<file path="src/rtl/beacon_period_tracker.sv">
// Beacon period tracker: timestamps det_i rising edges against the upstream
// ms count, measures wrap-aware intervals, window-checks them and tracks lock.
// Ports: clk, rst_n (async, active low), det_i, count_i[CW] -> interval_o[CW],
// interval_valid_o, in_window_o, locked_o, timeout_o
// (+ miss_count_o[8] with BEACON_PERIOD_TRACKER_STATS_EN).
module beacon_period_tracker #(
  parameter int MAX_COUNT    = 4095,
  parameter int PERIOD_MIN   = 700,
  parameter int PERIOD_MAX   = 1300,
  parameter int LOCK_CNT     = 3,
  parameter int MISS_TIMEOUT = 2000,
  localparam int CW          = $clog2(MAX_COUNT)
) (
  input  logic          clk,
  input  logic          rst_n,
  input  logic          det_i,
  input  logic [CW-1:0] count_i,
  output logic [CW-1:0] interval_o,
  output logic          interval_valid_o,
  output logic          in_window_o,
  output logic          locked_o,
  output logic          timeout_o
`ifdef BEACON_PERIOD_TRACKER_STATS_EN
  ,
  output logic [7:0]    miss_count_o
`endif
);

  if (!(PERIOD_MAX < MISS_TIMEOUT && MISS_TIMEOUT < MAX_COUNT &&
        LOCK_CNT >= 1 && LOCK_CNT <= 15)) begin : g_param_err
    $error("beacon_period_tracker: illegal parameter set");
  end

  localparam int            MOD_I = MAX_COUNT + 1;
  localparam logic [CW:0]   MOD   = MOD_I[CW:0];
  localparam logic [CW-1:0] P_MIN = PERIOD_MIN[CW-1:0];
  localparam logic [CW-1:0] P_MAX = PERIOD_MAX[CW-1:0];
  localparam logic [CW-1:0] T_OUT = MISS_TIMEOUT[CW-1:0];
  localparam logic [3:0]    L_CNT = LOCK_CNT[3:0];

  localparam logic [1:0] S_IDLE   = 2'd0;
  localparam logic [1:0] S_ARMED  = 2'd1;
  localparam logic [1:0] S_LOCKED = 2'd2;

  logic [1:0]    state_q, state_d;
  logic          det_q;
  logic [CW-1:0] last_ts_q, last_ts_d;
  logic [3:0]    good_cnt_q, good_cnt_d;
  logic [CW-1:0] interval_q, interval_d;
  logic          valid_q, valid_d;
  logic          in_win_q, in_win_d;
  logic          timeout_q, timeout_d;
  logic [7:0]    miss_q, miss_d;

  logic          edge_w;
  logic [CW:0]   sub_w;
  logic [CW:0]   diff_full;
  logic [CW-1:0] diff;
  logic          win;
  logic          expired;
  logic          miss_evt;

  assign edge_w = det_i & ~det_q;
  assign sub_w  = {1'b0, count_i} - {1'b0, last_ts_q};
  // Borrow means the counter wrapped since the last timestamp.
  assign diff_full = sub_w[CW] ? sub_w + MOD : sub_w;
  assign diff      = diff_full[CW-1:0];
  assign win       = (diff >= P_MIN) && (diff <= P_MAX);
  assign expired   = diff > T_OUT;

  always_comb begin
    state_d    = state_q;
    last_ts_d  = last_ts_q;
    good_cnt_d = good_cnt_q;
    interval_d = interval_q;
    valid_d    = 1'b0;
    in_win_d   = in_win_q;
    timeout_d  = 1'b0;
    miss_evt   = 1'b0;
    unique case (state_q)
      S_IDLE: begin
        if (edge_w) begin
          last_ts_d  = count_i;
          good_cnt_d = 4'd0;
          state_d    = S_ARMED;
        end
      end
      S_ARMED, S_LOCKED: begin
        if (edge_w) begin
          interval_d = diff;
          valid_d    = 1'b1;
          last_ts_d  = count_i;
          in_win_d   = win;
          if (!win) begin
            good_cnt_d = 4'd0;
            state_d    = S_ARMED;
            miss_evt   = 1'b1;
          end else if (state_q == S_ARMED) begin
            good_cnt_d = good_cnt_q + 4'd1;
            if (good_cnt_q + 4'd1 == L_CNT) state_d = S_LOCKED;
          end
        end else if (expired) begin
          timeout_d  = 1'b1;
          good_cnt_d = 4'd0;
          state_d    = S_IDLE;
          miss_evt   = 1'b1;
        end
      end
      default: state_d = S_IDLE;
    endcase
    miss_d = (miss_evt && miss_q != 8'hFF) ? miss_q + 8'd1 : miss_q;
  end

  always_ff @(posedge clk or negedge rst_n) begin
    if (!rst_n) begin
      state_q    <= S_IDLE;
      det_q      <= 1'b0;
      last_ts_q  <= '0;
      good_cnt_q <= '0;
      interval_q <= '0;
      valid_q    <= 1'b0;
      in_win_q   <= 1'b0;
      timeout_q  <= 1'b0;
      miss_q     <= '0;
    end else begin
      state_q    <= state_d;
      det_q      <= det_i;
      last_ts_q  <= last_ts_d;
      good_cnt_q <= good_cnt_d;
      interval_q <= interval_d;
      valid_q    <= valid_d;
      in_win_q   <= in_win_d;
      timeout_q  <= timeout_d;
      miss_q     <= miss_d;
    end
  end

  assign interval_o       = interval_q;
  assign interval_valid_o = valid_q;
  assign in_window_o      = in_win_q;
  assign locked_o         = (state_q == S_LOCKED);
  assign timeout_o        = timeout_q;

`ifdef BEACON_PERIOD_TRACKER_STATS_EN
  assign miss_count_o = miss_q;
`else
  logic unused_miss;
  assign unused_miss = ^miss_q;
`endif

endmodule

</file>
<file path="config.mk">
export PLATFORM = sky130hd
export DESIGN_NAME = beacon_period_tracker
export DESIGN_NICKNAME = d
export VERILOG_FILES = /design/src/rtl/beacon_period_tracker.sv
export SDC_FILE = /design/constraint.sdc
export NUM_CORES = 1
export LEC_CHECK = 0
export ABC_AREA = 1
export BUFFER_PORTS_ARGS = -buffer_cell sky130_fd_sc_hd__buf_2
export CORE_MARGIN = 3
export CORE_UTILIZATION = 40
export DETAILED_ROUTE_END_ITERATION = 6
export GPL_TIMING_DRIVEN = 0
export PLACE_DENSITY_LB_ADDON = 0.3
export SLEW_MARGIN = 5
export SYNTH_ARGS = -nofsm -noshare
export SYNTH_HDL_FRONTEND = slang
export SYNTH_SLANG_ARGS = --single-unit
</file>
<file path="constraint.sdc">
create_clock -name clk -period 2.5 [get_ports clk]
set_clock_uncertainty 0.05 [all_clocks]
set_input_delay 0.5 -clock clk [delete_from_list [all_inputs] [get_ports clk]]
set_output_delay 0.5 -clock clk [all_outputs]
set_load 0.03 [all_outputs]
</file>
==> results by group <==
Cells and area
  – Final Cell Area: 2937 sq um
  – Commonest non-fill, non-tap cells in the layout: nand2_1 (78), inv_1 (46), dfrtp_1 (34), buf_2 (30), nand2_2 (23)
  – Area of the multi-input gates: ~1500 sq um
  – Share of cells above drive strength 1: 0.3098
  – Fill cells: about 570
  – Syn-to-layout area delta: 19.99%
  – Final nets: 400
  – N_diodes: 0
  – Register area: around 850 sq um
  – Most common cell after layout, fill and taps aside: nand2_1

Clocking
  – Clock sinks: 34
  – TritonCTS clock tree: built
  – Hold_buf cts: 0
  – Clock Tree Buf Depth: 2
  – Clock Latency Late Sink: 290 ps
  – Clock-pin slew on the worst setup and hold paths: around 70 ps
  – TritonCTS Buffers: 5
  – Root Buffer: clkbuf_8
  – H-tree depth: 2

Die
  – Die H: between 80 and 90 um
  – Die ar.: roughly 7000 sq um
  – Core footprint: 5709 sq um
  – Row cnt: 27
  – Starting Density: 0.4287
  – Die width: about 84 um
  – IO Count: 31

Critical path
  – Worst Path Max Fanout: 4
  – Crit path launch type: flop
  – Crit path DAT: 2660 ps
  – Crit Path Category: reg -> reg
  – Worst r2r src: last_ts_q[0]
  – Critical Path End Type: flop
  – CP startpoint: last_ts_q[0]
  – Worst Path Required: roughly 2600 ps
  – Worst Reg-to-Reg Cells: 17

Route
  – Total number of vias: approximately 2100
  – Initial DRC Count: 76
  – 1st-pass router iterations: 4
  – Post-DRT Antenna Nets: 0
  – Avg WL per Cell: 11.40 um
  – Vias/cell: approximately 4.7
  – Remaining DRCs: 0
  – Final WL: about 5000 um

Timing
  – Final worst slack: -27.37 ps
  – Hold Slack: about 230 ps
  – Worst slew margin: 0.4878
  – Final hold violations: 0
  – Setup violators final: 5
  – Peak Freq: 395.7 MHz
  – Slew of the pin with the lowest slew margin: between 700 and 800 ps
  – RSZ-0062 raised after global routing: yes
  – Post-route setup TNS: -77.13 ps
  – Minimum clock period: roughly 2500 ps
  – Final period util: 1.011
  – Fin. max-slew vios: 0

Global route
  – Grt ovf: 0
  – Gr usage total: 0.1501
  – Initial antenna violation count: 0
  – Largest net degree at the start of global routing: 35
  – Vias in the first global route: between 1500 and 2000
  – First-pass GRT wire length: around 8900 um

Worst hold path
  – Hold Path Class: in -> async

Run status
  – Failing checks: setup timing
  – Status: finished, violations left

Yosys
  – Post-Syn Nets: around 360
  – Syn_area_per_cell: 7.507 sq um
  – Synth warnings: 0
  – Seq/Total Area, Yosys: 0.3476
  – Cell count after synthesis: between 300 and 400
  – Yosys cell types: 32
  – Mapped Area: 2447 sq um
  – Register bit count reported by yosys: 34

Place
  – DP Area: roughly 2700 sq um
  – Place WS: -370.0 ps
  – Buffers on Ports: 30
  – HPWL after DPL: 3867 um
  – Gp weighted congestion: around 0.84

Power
  – Pwr Total: approximately 2600 uW
  – P_leak: between 0.0015 and 0.002 uW
  – Max IR drop VDD: ~440 uV
  – PwrDens: about 890 nW/um^2

Flow run
  – Max-cap viol count: 0
==> sequential cells by signal, indices dropped and copies added (netlist names) <==
register          count
state_q               2
interval_valid_o      1
good_cnt_q            4
det_q                 1
last_ts_q            12
timeout_o             1
in_window_o           1
interval_o           12
==> routing by layer <==
| layer | global-route usage | vias up | wire length, um |
|---|---|---|---|
| li1 | - | 1111 | - |
| met1 | 0.2042 | 942 | 2478 |
| met2 | 0.2374 | 29 | 2264 |
| met3 | 0.03827 | 7 | 211 |
| met4 | 0.03947 | 0 | 61 |
| met5 | 0 | - | 0 |
==> worst max-delay path, cell delays in order, from the launching register on <==
cell     delay (ps)
dfrtp_1         360
ha_2            200
inv_4            40
fa_2            420
nand2_2          90
nand2_4          60
nand3_2          70
nand2_2          60
or2_1           250
nand3_2          80
and2_4          150
nand2_4          50
nand2_4         100
nand4_4         130
nor2_4          150
nor2_2           40
nand2_1          60
nand2_1          40
==> area by class of cell <==
type / count / area share
buffer: 5 / 0.008948
clock buffer: 7 / 0.02940
clock inverter: 1 / 0.001704
inverter: 53 / 0.06988
multi-input combinational: 234 / 0.5083
sequential: 34 / 0.2897
tap: 72 / 0.03068
timing repair buffer: 34 / 0.06135
==> cells by family after synthesis <==
group / Yosys count / synth area share
flops: 34 / 0.3476
fa+ha+maj: 18 / 0.09509
xor+xnor: 5 / 0.02557
buf+inv: 58 / 0.09253
mux: 1 / 0.004601
compound gates: 35 / 0.08845
simple gates: 175 / 0.3461
==> where the power goes <==
| group | leakage (uW) | total, uW | internal [uW] | switching (uW) |
|---|---|---|---|---|
| Combinational | 0.00112 | 1420 | 464 | 956 |
| Clock | 0.0000482 | 429 | 222 | 207 |
| Sequential | 0.000416 | 771 | 701 | 69.8 |
==> what timing repair did <==
item | CTS | global route
setup buffers | 0 | 4
setup endpoints to repair | 6 | 7
pin swaps | 0 | 20
gates resized for setup | 1 | 38
hold endpoints to repair | 0 | 0
==> stage by stage <==
step	util	instances
floorplan	-	326
global placement	0.4707	428
detailed placement	0.4707	428
CTS	0.4872	436
global route	0.5144	440
finish	0.5144	440
==> final timing paths <==
check | to | slack [ps]
worst min-delay path | last_ts_q[3] | 230
worst min register to register | interval_o[2] | 420
worst max register to register | state_q[0] | -30
min in group clk | det_q | 290
worst max-delay path | state_q[0] | -30
max in group asynchronous | interval_o[9] | 1680
==> cell usage after synthesis <==
cell,n,share of area
xnor2_1,2,0.0072
nor2_1,25,0.038
o21ai_0,12,0.025
fa_1,1,0.0082
clkinv_2,1,0.0020
nand4_2,3,0.015
a21oi_4,2,0.013
mux2_2,1,0.0046
inv_1,47,0.072
ha_1,17,0.087
nand4_1,6,0.015
clkbuf_1,4,0.0061
a211oi_1,1,0.0031
o21ai_2,4,0.014
a31oi_1,1,0.0026
nand2_4,5,0.023
nand2_1,92,0.14
nand3_2,3,0.012
xor2_4,1,0.011
inv_2,4,0.0061
nor3_2,1,0.0041
a21oi_1,15,0.031
dfrtp_1,34,0.35
nor2_2,3,0.0077
or2_1,1,0.0026
clkinv_1,1,0.0015
nand3_1,22,0.045
and2_4,1,0.0036
xor2_1,2,0.0072
buf_6,1,0.0046
nand3_4,1,0.0072
nand2_2,12,0.031
Power figures use the tool's default switching activity.
